**src/rtl/prog_timer.sv**
```systemverilog
// Programmable prescaled interval timer: run-time terminal count, clock prescaler,
// one-shot/periodic modes, pause, and explicit start/stop control.
module prog_timer #(
  parameter int WIDTH = 8,
  parameter int PRE_W = 4
) (
  input  logic             clk_in,
  input  logic             arst,
  input  logic             start_i,
  input  logic             stop_i,
  input  logic             pause_i,
  input  logic             mode_i,
  input  logic [WIDTH-1:0] load_val_i,
  input  logic [PRE_W-1:0] prescale_i,
  input  logic             clr_done_i,
  output logic [WIDTH-1:0] count_o,
  output logic             tick_o,
  output logic             done_o,
  output logic             busy_o,
  output logic [1:0]       dbg_state_o
);

  // Control inputs are level-sampled on every rising clk_in edge; there is no
  // valid/ready handshake. Priority: stop > start > terminal event, pause.
  typedef enum logic [1:0] {
    S_IDLE = 2'd0,
    S_RUN  = 2'd1,
    S_DONE = 2'd2
  } state_e;

  state_e           state_q, state_d;
  logic [WIDTH-1:0] count_q, count_d;
  logic [PRE_W-1:0] pre_q, pre_d;
  logic [WIDTH-1:0] t_q, t_d;
  logic [PRE_W-1:0] p_q, p_d;
  logic             mode_q, mode_d;
  logic             tick_q, tick_d;
  logic             done_q, done_d;

  always_ff @(posedge clk_in or posedge arst) begin
    if (arst) begin
      state_q <= S_IDLE;
      count_q <= '0;
      pre_q   <= '0;
      t_q     <= '0;
      p_q     <= '0;
      mode_q  <= 1'b0;
      tick_q  <= 1'b0;
      done_q  <= 1'b0;
    end else begin
      state_q <= state_d;
      count_q <= count_d;
      pre_q   <= pre_d;
      t_q     <= t_d;
      p_q     <= p_d;
      mode_q  <= mode_d;
      tick_q  <= tick_d;
      done_q  <= done_d;
    end
  end

  always_comb begin
    state_d = state_q;
    count_d = count_q;
    pre_d   = pre_q;
    t_d     = t_q;
    p_d     = p_q;
    mode_d  = mode_q;
    tick_d  = 1'b0;
    done_d  = done_q & ~clr_done_i;

    if (stop_i) begin
      state_d = S_IDLE;
      count_d = '0;
      pre_d   = '0;
    end else if (start_i) begin
      state_d = S_RUN;
      count_d = '0;
      pre_d   = '0;
      t_d     = load_val_i;
      p_d     = prescale_i;
      mode_d  = mode_i;
      done_d  = 1'b0;
    end else begin
      case (state_q)
        S_RUN: begin
          if (!pause_i) begin
            if (pre_q != p_q) begin
              pre_d = pre_q + PRE_W'(1);
            end else begin
              pre_d = '0;
              if (count_q != t_q) begin
                count_d = count_q + WIDTH'(1);
              end else begin
                // Terminal event; a completion overrides a same-cycle clr_done.
                count_d = '0;
                tick_d  = 1'b1;
                if (!mode_q) begin
                  state_d = S_DONE;
                  done_d  = 1'b1;
                end
              end
            end
          end
        end
        S_DONE:  count_d = '0;
        default: ;
      endcase
    end
  end

  assign count_o     = count_q;
  assign tick_o      = tick_q;
  assign done_o      = done_q;
  assign busy_o      = (state_q == S_RUN);
  assign dbg_state_o = state_q;

endmodule

```
**config.mk**
```make
export PLATFORM = sky130hd
export DESIGN_NAME = prog_timer
export DESIGN_NICKNAME = d
export VERILOG_FILES = /design/src/rtl/prog_timer.sv
export SDC_FILE = /design/constraint.sdc
export NUM_CORES = 1
export LEC_CHECK = 0
export CELL_PAD_IN_SITES_DETAIL_PLACEMENT = 0
export CELL_PAD_IN_SITES_GLOBAL_PLACEMENT = 2
export CORE_ASPECT_RATIO = 1.4
export CORE_MARGIN = 4
export CORE_UTILIZATION = 33
export CTS_BUF_LIST = sky130_fd_sc_hd__clkbuf_8 sky130_fd_sc_hd__clkbuf_16
export CTS_CLUSTER_SIZE = 10
export DETAILED_ROUTE_END_ITERATION = 12
export MAX_ROUTING_LAYER = met4
export PLACE_DENSITY = 0.8
export SETUP_SLACK_MARGIN = 0.1
export SYNTH_ARGS = -nofsm -noshare
export SYNTH_HDL_FRONTEND = slang
export SYNTH_SLANG_ARGS = --single-unit
```
**constraint.sdc**
```tcl
create_clock -name clk_in -period 2.25 [get_ports clk_in]
set_clock_uncertainty 0.15 [all_clocks]
set_input_delay 0.5625 -clock clk_in [delete_from_list [all_inputs] [get_ports clk_in]]
set_output_delay 0.5625 -clock clk_in [all_outputs]
set_load 0.005 [all_outputs]
```
# After elaboration in Yosys (flattened, before gate mapping)
# Cells that the tools add are included.
[word_totals]
regBits = 29
in_bits = 19
output_inout_bits = 13
elab_cells = 60
[classes]
addsub = 2
eq_ne = 10
mux = 31
bitwise_logic = 3
n_reduce_logical = 6
[ops]
columns = ["cell", "count"]
rows = [
  ["$mux W8", 5],
  ["$mux W4", 5],
  ["$pmux W8 S2", 1],
  ["$mux W2", 7],
  ["$mux W1", 13],
  ["$ne A3 B3 Y1 const B", 4],
  ["$add A8 B1 Y8 const B", 1],
  ["$ne A4 B4 Y1 const B", 2],
  ["$ne A8 B8 Y1", 1],
  ["$reduce_and A5 Y1", 1],
  ["$add A4 B1 Y4 const B", 1],
  ["$ne A4 B4 Y1", 1],
  ["$reduce_and A2 Y1", 2],
  ["$reduce_bool A4 Y1", 1],
  ["$reduce_and A3 Y1", 1],
  ["$reduce_bool A3 Y1", 1],
  ["$eq A2 B1 Y1 const B", 1],
  ["$eq A2 B2 Y1 const B", 1],
  ["$not A1 Y1", 2],
  ["$and A1 B1 Y1", 1],
]

# Depth between registers and ports, before layout
# Gate-level depths: netlist of run 1.
[depth]
word_depth = 9
ltp_mapped = 7
mapped_depth_nobuf = 6

# Worst setup path after synthesis of run 1
# No wires, ideal clock.
[synth_timing]
path_kind = "input to register"
startpoint = "input port start_i"
endpoint = "register count_q[3], in the netlist count_o[3]"
setup_ns = 0.101
arrival_time_ns = 1.685
required_ns = 1.999
path_slack_ns = 0.315
stages = 5
path_buffers = 1
cell_sequence = "or2_2 > clkbuf_1 > a211oi_4 > nand2b_4 > o311ai_2"
[synth_between]
elab_chain_cells = 2
elab_cells_between_ends = 6
cone_classes = "2 x eq/ne; 2 x mux; 2 x reduce/logical"
[synth_lines]
columns = ["element", "line_no", "source"]
rows = [
  ["from (decl)", "9", "input logic start_i,"],
  ["$ne A4 B4 Y1 (no source line), or another cell as far along", "n/a", ""],
  ["$reduce_and A3 Y1 (no source line) / $mux W8 (equally long branches)", "n/a", ""],
  ["to (signal assigned)", "52", "count_q <= count_d;"],
  ["to (decl)", "32", "logic [WIDTH-1:0] count_q, count_d;"],
]
# Several ways; a longest one is shown, not always the timed one.
# A chain may end at the register's enable or synchronous reset.

# Final worst setup path of run 1
[layout_timing]
startpoint = "register count_q[2], in the netlist count_o[2]"
endpoint = "output port count_o[2]"
[layout_rtl]
columns = ["element", "line_no", "source"]
rows = [
  ["to (decl)", "16", "output logic [WIDTH-1:0] count_o,"],
]
# No word-level cell between the ends.

==> results.sh, run 1 <==
export IMPL_outcome="completed"
export IMPL_fmax_mhz=485
export IMPL_clock_tree_root_cell="clkbuf_8"
export IMPL_worst_setup_path_end_kind="primary output"
export IMPL_fin_tns_setup_ns=0
export IMPL_dpl_cell_area_um2=1970
export IMPL_wl_per_cell_um=13.7
export IMPL_cts_buffers=5
export IMPL_critical_path_buf_inv_count=1
export IMPL_worst_hold_startpoint="t_q[7]"
export IMPL_final_period_utilization=0.917
export IMPL_cts_clk_slew_worst_paths_ns=0.06
export IMPL_placed_cells_incl_taps=233
export IMPL_hpwlAfterDp_um=2500
export IMPL_flow_area_growth_from_synthesis_pct=33.7
export IMPL_cts_tree="yes"
export IMPL_criticalPathCategory="reg2out"
export IMPL_hold_path_end="t_q[7]"
export IMPL_grt_overflow_total=0
export IMPL_pin_count_of_the_biggest_net_entering_global_routing=30
export IMPL_relSlewSlack=0.748
export IMPL_syn_nets=159
export IMPL_worst_ep_arrival_time_ns=1.35
export IMPL_ys_seq_area_frac=0.467
export IMPL_ios=32
export IMPL_core_rowCount=29
export IMPL_setup_crit_start="count_o[2]"
export IMPL_maximum_capacitance_violations=0
export IMPL_final_cell_count_no_fill=242
export IMPL_mappedNetlistArea_um2=1550
export IMPL_r2r_start="count_o[0]"
export IMPL_die_w_um=66.0
export IMPL_worst_path_largest_cell_delay_ns=0.57
export IMPL_detailedRoute_firstIterationViolations=27
export IMPL_synth_largest_area_cell="dfrtp_1"
export IMPL_hp_class="reg2reg"
export IMPL_worst_path_maximum_fanout=7
export IMPL_via_per_inst=4.63
export IMPL_power_density_nw_per_um2=600
export IMPL_synth_area_leaders="dfrtp_1 47%, mux2_1 9.4%, o311ai_2 5.2%, xor2_1 4.5%, nand2_1 3.6%"
export IMPL_antennaDiodeCount=0
export IMPL_path_delay_family="buffers and inverters"
export IMPL_port_buffer_count=31
export IMPL_layout_drive_gt1_share=0.172
export IMPL_floorplan_core_area_um2=4540
export IMPL_overall_routing_resource_usage=0.132
export IMPL_async_reset_ff_frac=1.00
export IMPL_nets=202
export IMPL_rsz0062_at_grt="false"
export IMPL_clock_sink_count=29
export IMPL_final_core_utilization=0.458
export IMPL_max_clock_path_buffers=2
export IMPL_slew_viol_final=0
export IMPL_worst_hold_path_num_cells=1
export IMPL_timing_reg2reg_worst_path_depth=6
export IMPL_number_of_global_route_vias_before_repair=1220
export IMPL_drc_violation_count_after_routing=0
export IMPL_time_the_final_worst_path_needs_with_i_o_delays_and_setup_ns=2.06
export IMPL_netlist_area_leader_share=0.467
export IMPL_ys_warnings_count=0
export IMPL_static_leakage_power_nw=0.847
export IMPL_dominant_synthesized_flop_cell="dfrtp_1"
export IMPL_fp_dieH_um=89.2
export IMPL_routed_wirelength_um=3310
export IMPL_yosysUniqueCellTypes=34
export IMPL_initial_cell_density_of_the_core=0.343
export IMPL_fp_dieArea_um2=5890
export IMPL_tightestPinTransition_ns=0.378
export IMPL_grt_antenna_before_repair=0
export IMPL_stdcell_area_um2=2080
export IMPL_cts_htree_levels=2
export IMPL_worst_setup_path_start_kind="flip-flop"
export IMPL_synthesis_instances=136
export IMPL_worst_endpoint_required_ns=1.54
export IMPL_worst_r2r_setup_slack_ns=0.33
export IMPL_first_pass_grt_wire_length_um=5620
export IMPL_synth_common_cells="29 x dfrtp_1, 15 x nand2_1, 13 x mux2_1"
export IMPL_hold_violations=0
export IMPL_reg2reg_to="dbg_state_o[0]"
export IMPL_leading_cell_type_by_number_of_instances_after_synthesis="dfrtp_1"
export IMPL_finalSetupViolCount=0
export IMPL_post_synth_cell_area_avg_um2=11.4
export IMPL_clock_latency_ns=0.28
export IMPL_postSynthRegisterBits=29
export IMPL_worst_path_max_delay_cell="clkdlybuf4s50_1"
export IMPL_cp_cell_sequence="clkdlybuf4s50_1"
export IMPL_antenna_violating_nets_post_route=0
export IMPL_detail_route_first_pass_iterations=4
export IMPL_globalplace_congestion=0.741
export IMPL_number_of_enable_flip_flop_cells_after_synthesis=0
export IMPL_vdd_ir_drop_worst_uv=385
export IMPL_routed_via_count=1121
==> state kept, by name (all words and copies together), names as in the netlist <==
| name | cells |
|---|---|
| tick_o | 1 |
| done_o | 1 |
| p_q | 4 |
| mode_q | 1 |
| dbg_state_o | 2 |
| pre_q | 4 |
| count_o | 8 |
| t_q | 8 |
==> worst register-to-register path: cells and delay by family, from the launching register on <==
kind / cells / cell delay [ns]
buf+inv: 1 / 0.17
flops: 1 / 0.45
simple gates: 3 / 0.72
xor+xnor: 1 / 0.18
compound gates: 1 / 0.12
==> through the flow <==
stage / hold WS (ns) / power, mW / setup WS [ns]
after floorplan: 0.329 / 0.713 / 0.315
after global placement: 0.344 / 0.790 / 0.0448
after detailed placement: 0.347 / 0.795 / -0.00938
after CTS: 0.362 / 1.27 / 0.174
after global routing: 0.386 / 1.32 / 0.144
final: 0.360 / 1.25 / 0.187
==> per-layer routing <==
layer	wire length, um	share of wire	vias up	global-route usage
met5	0	0	-	-
met4	70	0.021	0	0.0555
met3	123	0.037	6	0.0390
met2	1770	0.54	20	0.226
met1	1340	0.41	532	0.141
li1	-	-	563	-
==> timing repair <==
| action | in CTS | in global routing |
|---|---|---|
| hold buffers | 0 | 0 |
| gates resized for setup | 2 | 0 |
| setup endpoints to repair | 1 | 0 |
| buffers inserted | 1 | 0 |
| hold endpoints to repair | 0 | 0 |
==> power by group <==
group          total [mW]  switching (mW)  internal (mW)
Clock               0.468           0.192          0.276
Sequential          0.594          0.0321          0.562
Combinational       0.186          0.0832          0.103
Total                1.25           0.307          0.941
==> area by class of cell <==
type                            count  area (um^2)
Tap cell                           62         77.6
Sequential cell                    29          726
Timing Repair Buffer               41          384
Clock inverter                      1         5.00
Inverter                            5         18.8
Multi-Input combinational cell     97          771
Fill cell                         437         2460
Clock buffer                        7         96.3
==> cell families (layout without fill, tap and decap cells) <==
| kind of cell | after synthesis | after routing | share of synthesized area |
|---|---|---|---|
| XOR/XNOR | 12 | 12 | 0.0676 |
| multiplexers | 13 | 13 | 0.0942 |
| buffers and inverters | 10 | 54 | 0.0386 |
| AO/OA/AOI/OAI | 21 | 21 | 0.130 |
| AND/OR/NAND/NOR | 47 | 47 | 0.170 |
| adder cells (fa/ha/maj) | 4 | 4 | 0.0322 |
| flip-flops | 29 | 29 | 0.467 |
==> worst max-delay path by stage <==
stage                     slack [ns]  cells past startpoint         end
after floorplan                 0.31                      5  count_o[3]
after global placement          0.04                      5  count_o[3]
after detailed placement      -0.009                      5  count_o[5]
after CTS                       0.17                      1  count_o[4]
after global routing            0.14                      1  count_o[2]
final                           0.19                      1  count_o[2]
==> placed cells by master (no fill, tap or decap), types with 2 or more instances in the layout <==
cell,Yosys,routed
o21ai_1,4,4
clkbuf_8,0,7
buf_4,0,10
o311ai_2,5,5
nand2b_1,2,2
nand3_1,8,8
nand2_1,15,15
mux2_1,13,13
xor2_1,8,8
nor4_2,3,3
o211ai_1,2,2
ha_1,4,3
xnor2_1,4,4
nor2_1,6,6
clkdlybuf4s50_1,0,30
a21oi_1,4,4
a21o_1,2,2
dfrtp_1,29,29
or2_1,2,2
inv_1,5,5
Note: power is estimated with default switching activity, not from simulation.
==> inputs of run 2 (changes only) <==
--- a/config.mk
+++ b/config.mk
@@ -16,6 +16,7 @@
 export MAX_ROUTING_LAYER = met4
 export PLACE_DENSITY = 0.8
 export SETUP_SLACK_MARGIN = 0.1
+export SKIP_LAST_GASP = 1
 export SYNTH_ARGS = -nofsm -noshare
 export SYNTH_HDL_FRONTEND = slang
 export SYNTH_SLANG_ARGS = --single-unit
==> results of run 2 <==
Same layout as run 1: the final DEF is identical, and so are final timing and power.
==> inputs of run 3 (changes only) <==
--- a/config.mk
+++ b/config.mk
@@ -13,6 +13,7 @@
 export CTS_BUF_LIST = sky130_fd_sc_hd__clkbuf_8 sky130_fd_sc_hd__clkbuf_16
 export CTS_CLUSTER_SIZE = 10
 export DETAILED_ROUTE_END_ITERATION = 12
+export GPL_TIMING_DRIVEN = 0
 export MAX_ROUTING_LAYER = met4
 export PLACE_DENSITY = 0.8
 export SETUP_SLACK_MARGIN = 0.1
==> results.sh, run 3 (same netlist as run 1, synthesis figures left out) <==
export IMPL_layout_drive_gt1_share=0.148
export IMPL_detail_route_first_pass_iterations=4
export IMPL_setup_crit_start="count_o[3]"
export IMPL_worst_setup_path_end_kind="primary output"
export IMPL_static_leakage_power_nw=0.836
export IMPL_time_the_final_worst_path_needs_with_i_o_delays_and_setup_ns=2.05
export IMPL_clock_tree_root_cell="clkbuf_8"
export IMPL_cts_buffers=5
export IMPL_worst_r2r_setup_slack_ns=0.24
export IMPL_worstSetupPathDepth=1
export IMPL_hold_violations=0
export IMPL_hpwlAfterDp_um=2590
export IMPL_grt_antenna_before_repair=0
export IMPL_die_w_um=66.0
export IMPL_post_layout_total_power_mw=1.20
export IMPL_core_rowCount=29
export IMPL_critical_path_buf_inv_count=1
export IMPL_clock_sink_count=29
export IMPL_worst_endpoint_required_ns=1.54
export IMPL_cts_clk_slew_worst_paths_ns=0.06
export IMPL_port_buffer_count=31
export IMPL_fp_dieH_um=89.2
export IMPL_path_delay_family="buffers and inverters"
export IMPL_worst_path_largest_cell_delay_ns=0.56
export IMPL_antenna_violating_nets_post_route=0
export IMPL_worst_setup_path_start_kind="flip-flop"
export IMPL_slew_viol_final=0
export IMPL_crit_end="count_o[3]"
export IMPL_r2r_start="count_o[5]"
export IMPL_fp_dieArea_um2=5890
export IMPL_vdd_ir_drop_worst_uv=328
export IMPL_ios=32
export IMPL_wl_per_cell_um=14.7
export IMPL_routed_via_count=1151
export IMPL_placed_cells_incl_taps=229
export IMPL_outcome="completed"
export IMPL_power_density_nw_per_um2=582
export IMPL_fmax_mhz=489
export IMPL_initial_cell_density_of_the_core=0.343
export IMPL_nets=198
export IMPL_grt_overflow_total=0
export IMPL_filler_cell_count=446
export IMPL_tightestPinTransition_ns=1.14
export IMPL_worst_path_maximum_fanout=7
export IMPL_worst_ep_arrival_time_ns=1.33
export IMPL_finalSetupViolCount=0
export IMPL_worst_path_max_delay_cell="clkdlybuf4s50_1"
export IMPL_layout_commonest_cell="clkdlybuf4s50_1"
export IMPL_detailedRoute_firstIterationViolations=27
export IMPL_via_per_inst=4.84
export IMPL_final_cell_count_no_fill=238
export IMPL_mostFrequentLayoutCells="30 x clkdlybuf4s50_1, 29 x dfrtp_1, 15 x nand2_1, 13 x mux2_1"
export IMPL_routed_wirelength_um=3500
export IMPL_floorplan_core_area_um2=4540
export IMPL_globalplace_congestion=0.748
export IMPL_reg2reg_to="dbg_state_o[0]"
export IMPL_drc_violation_count_after_routing=0
export IMPL_number_of_global_route_vias_before_repair=1213
export IMPL_final_core_utilization=0.454
export IMPL_rsz0062_at_grt="true"
export IMPL_cts_htree_levels=2
export IMPL_max_clock_path_buffers=2
export IMPL_first_pass_grt_wire_length_um=5720
export IMPL_timing_reg2reg_worst_path_depth=5
export IMPL_maximum_capacitance_violations=0
export IMPL_cts_tree="yes"
export IMPL_cp_cell_sequence="clkdlybuf4s50_1"
export IMPL_antennaDiodeCount=0
export IMPL_hp_class="reg2reg"
export IMPL_pin_count_of_the_biggest_net_entering_global_routing=30
export IMPL_criticalPathCategory="reg2out"
export IMPL_flow_area_growth_from_synthesis_pct=32.6
export IMPL_relSlewSlack=0.240
export IMPL_clock_latency_ns=0.28
export IMPL_overall_routing_resource_usage=0.136
export IMPL_final_period_utilization=0.910
## run 3: worst min path at each step
stage	from	to	cells after the start
3_3_place_gp	t_q[7]	t_q[7]	1
3_5_place_dp	t_q[7]	t_q[7]	1
4_1_cts	t_q[7]	t_q[7]	1
2_1_floorplan	t_q[6]	t_q[6]	1
5_1_grt	t_q[7]	t_q[7]	1
6_report	t_q[7]	t_q[7]	1
## run 3: per-layer routing
metal  part of all wire  global-route usage
met5                  0                   -
met4              0.025              0.0628
met3              0.028              0.0377
met2               0.54               0.239
met1               0.41               0.141
## run 3: cell type report
type | count | area, um^2 | area share
clock inverter | 3 | 13.8 | 0.00668
tap | 62 | 77.6 | 0.0376
inverter | 5 | 18.8 | 0.00911
sequential | 29 | 726 | 0.352
buffer | 4 | 40.0 | 0.0194
timing repair buffer | 33 | 328 | 0.159
clock buffer | 5 | 68.8 | 0.0334
multi-input combinational | 97 | 788 | 0.383
## run 3: report_power, final
part	leakage [nW]	internal (mW)	total (mW)	switching, mW
registers	0.373	0.562	0.593	0.0318
logic	0.414	0.104	0.199	0.0952
clock network	0.0491	0.209	0.407	0.197
total	0.836	0.874	1.20	0.324
## run 3: what timing repair did
action / in CTS / in global routing
pin swaps: 1 / 2
setup buffers: 2 / 0
cloned: 0 / 0
setup endpoints to repair: 9 / 15
hold buffers: 0 / 0
resized for setup: 1 / 7
## run 3: metrics by stage
stage,setup slack [ns],instance area (um^2),hold WS [ns],TNS [ns]
2_1_floorplan,0.315,1550,0.329,0
5_1_grt,0.0572,2060,0.373,0
6_report,0.203,2060,0.357,0
3_3_place_gp,-0.379,1940,0.338,-3.88
3_5_place_dp,-0.398,1940,0.345,-3.97
4_1_cts,0.109,2040,0.360,0
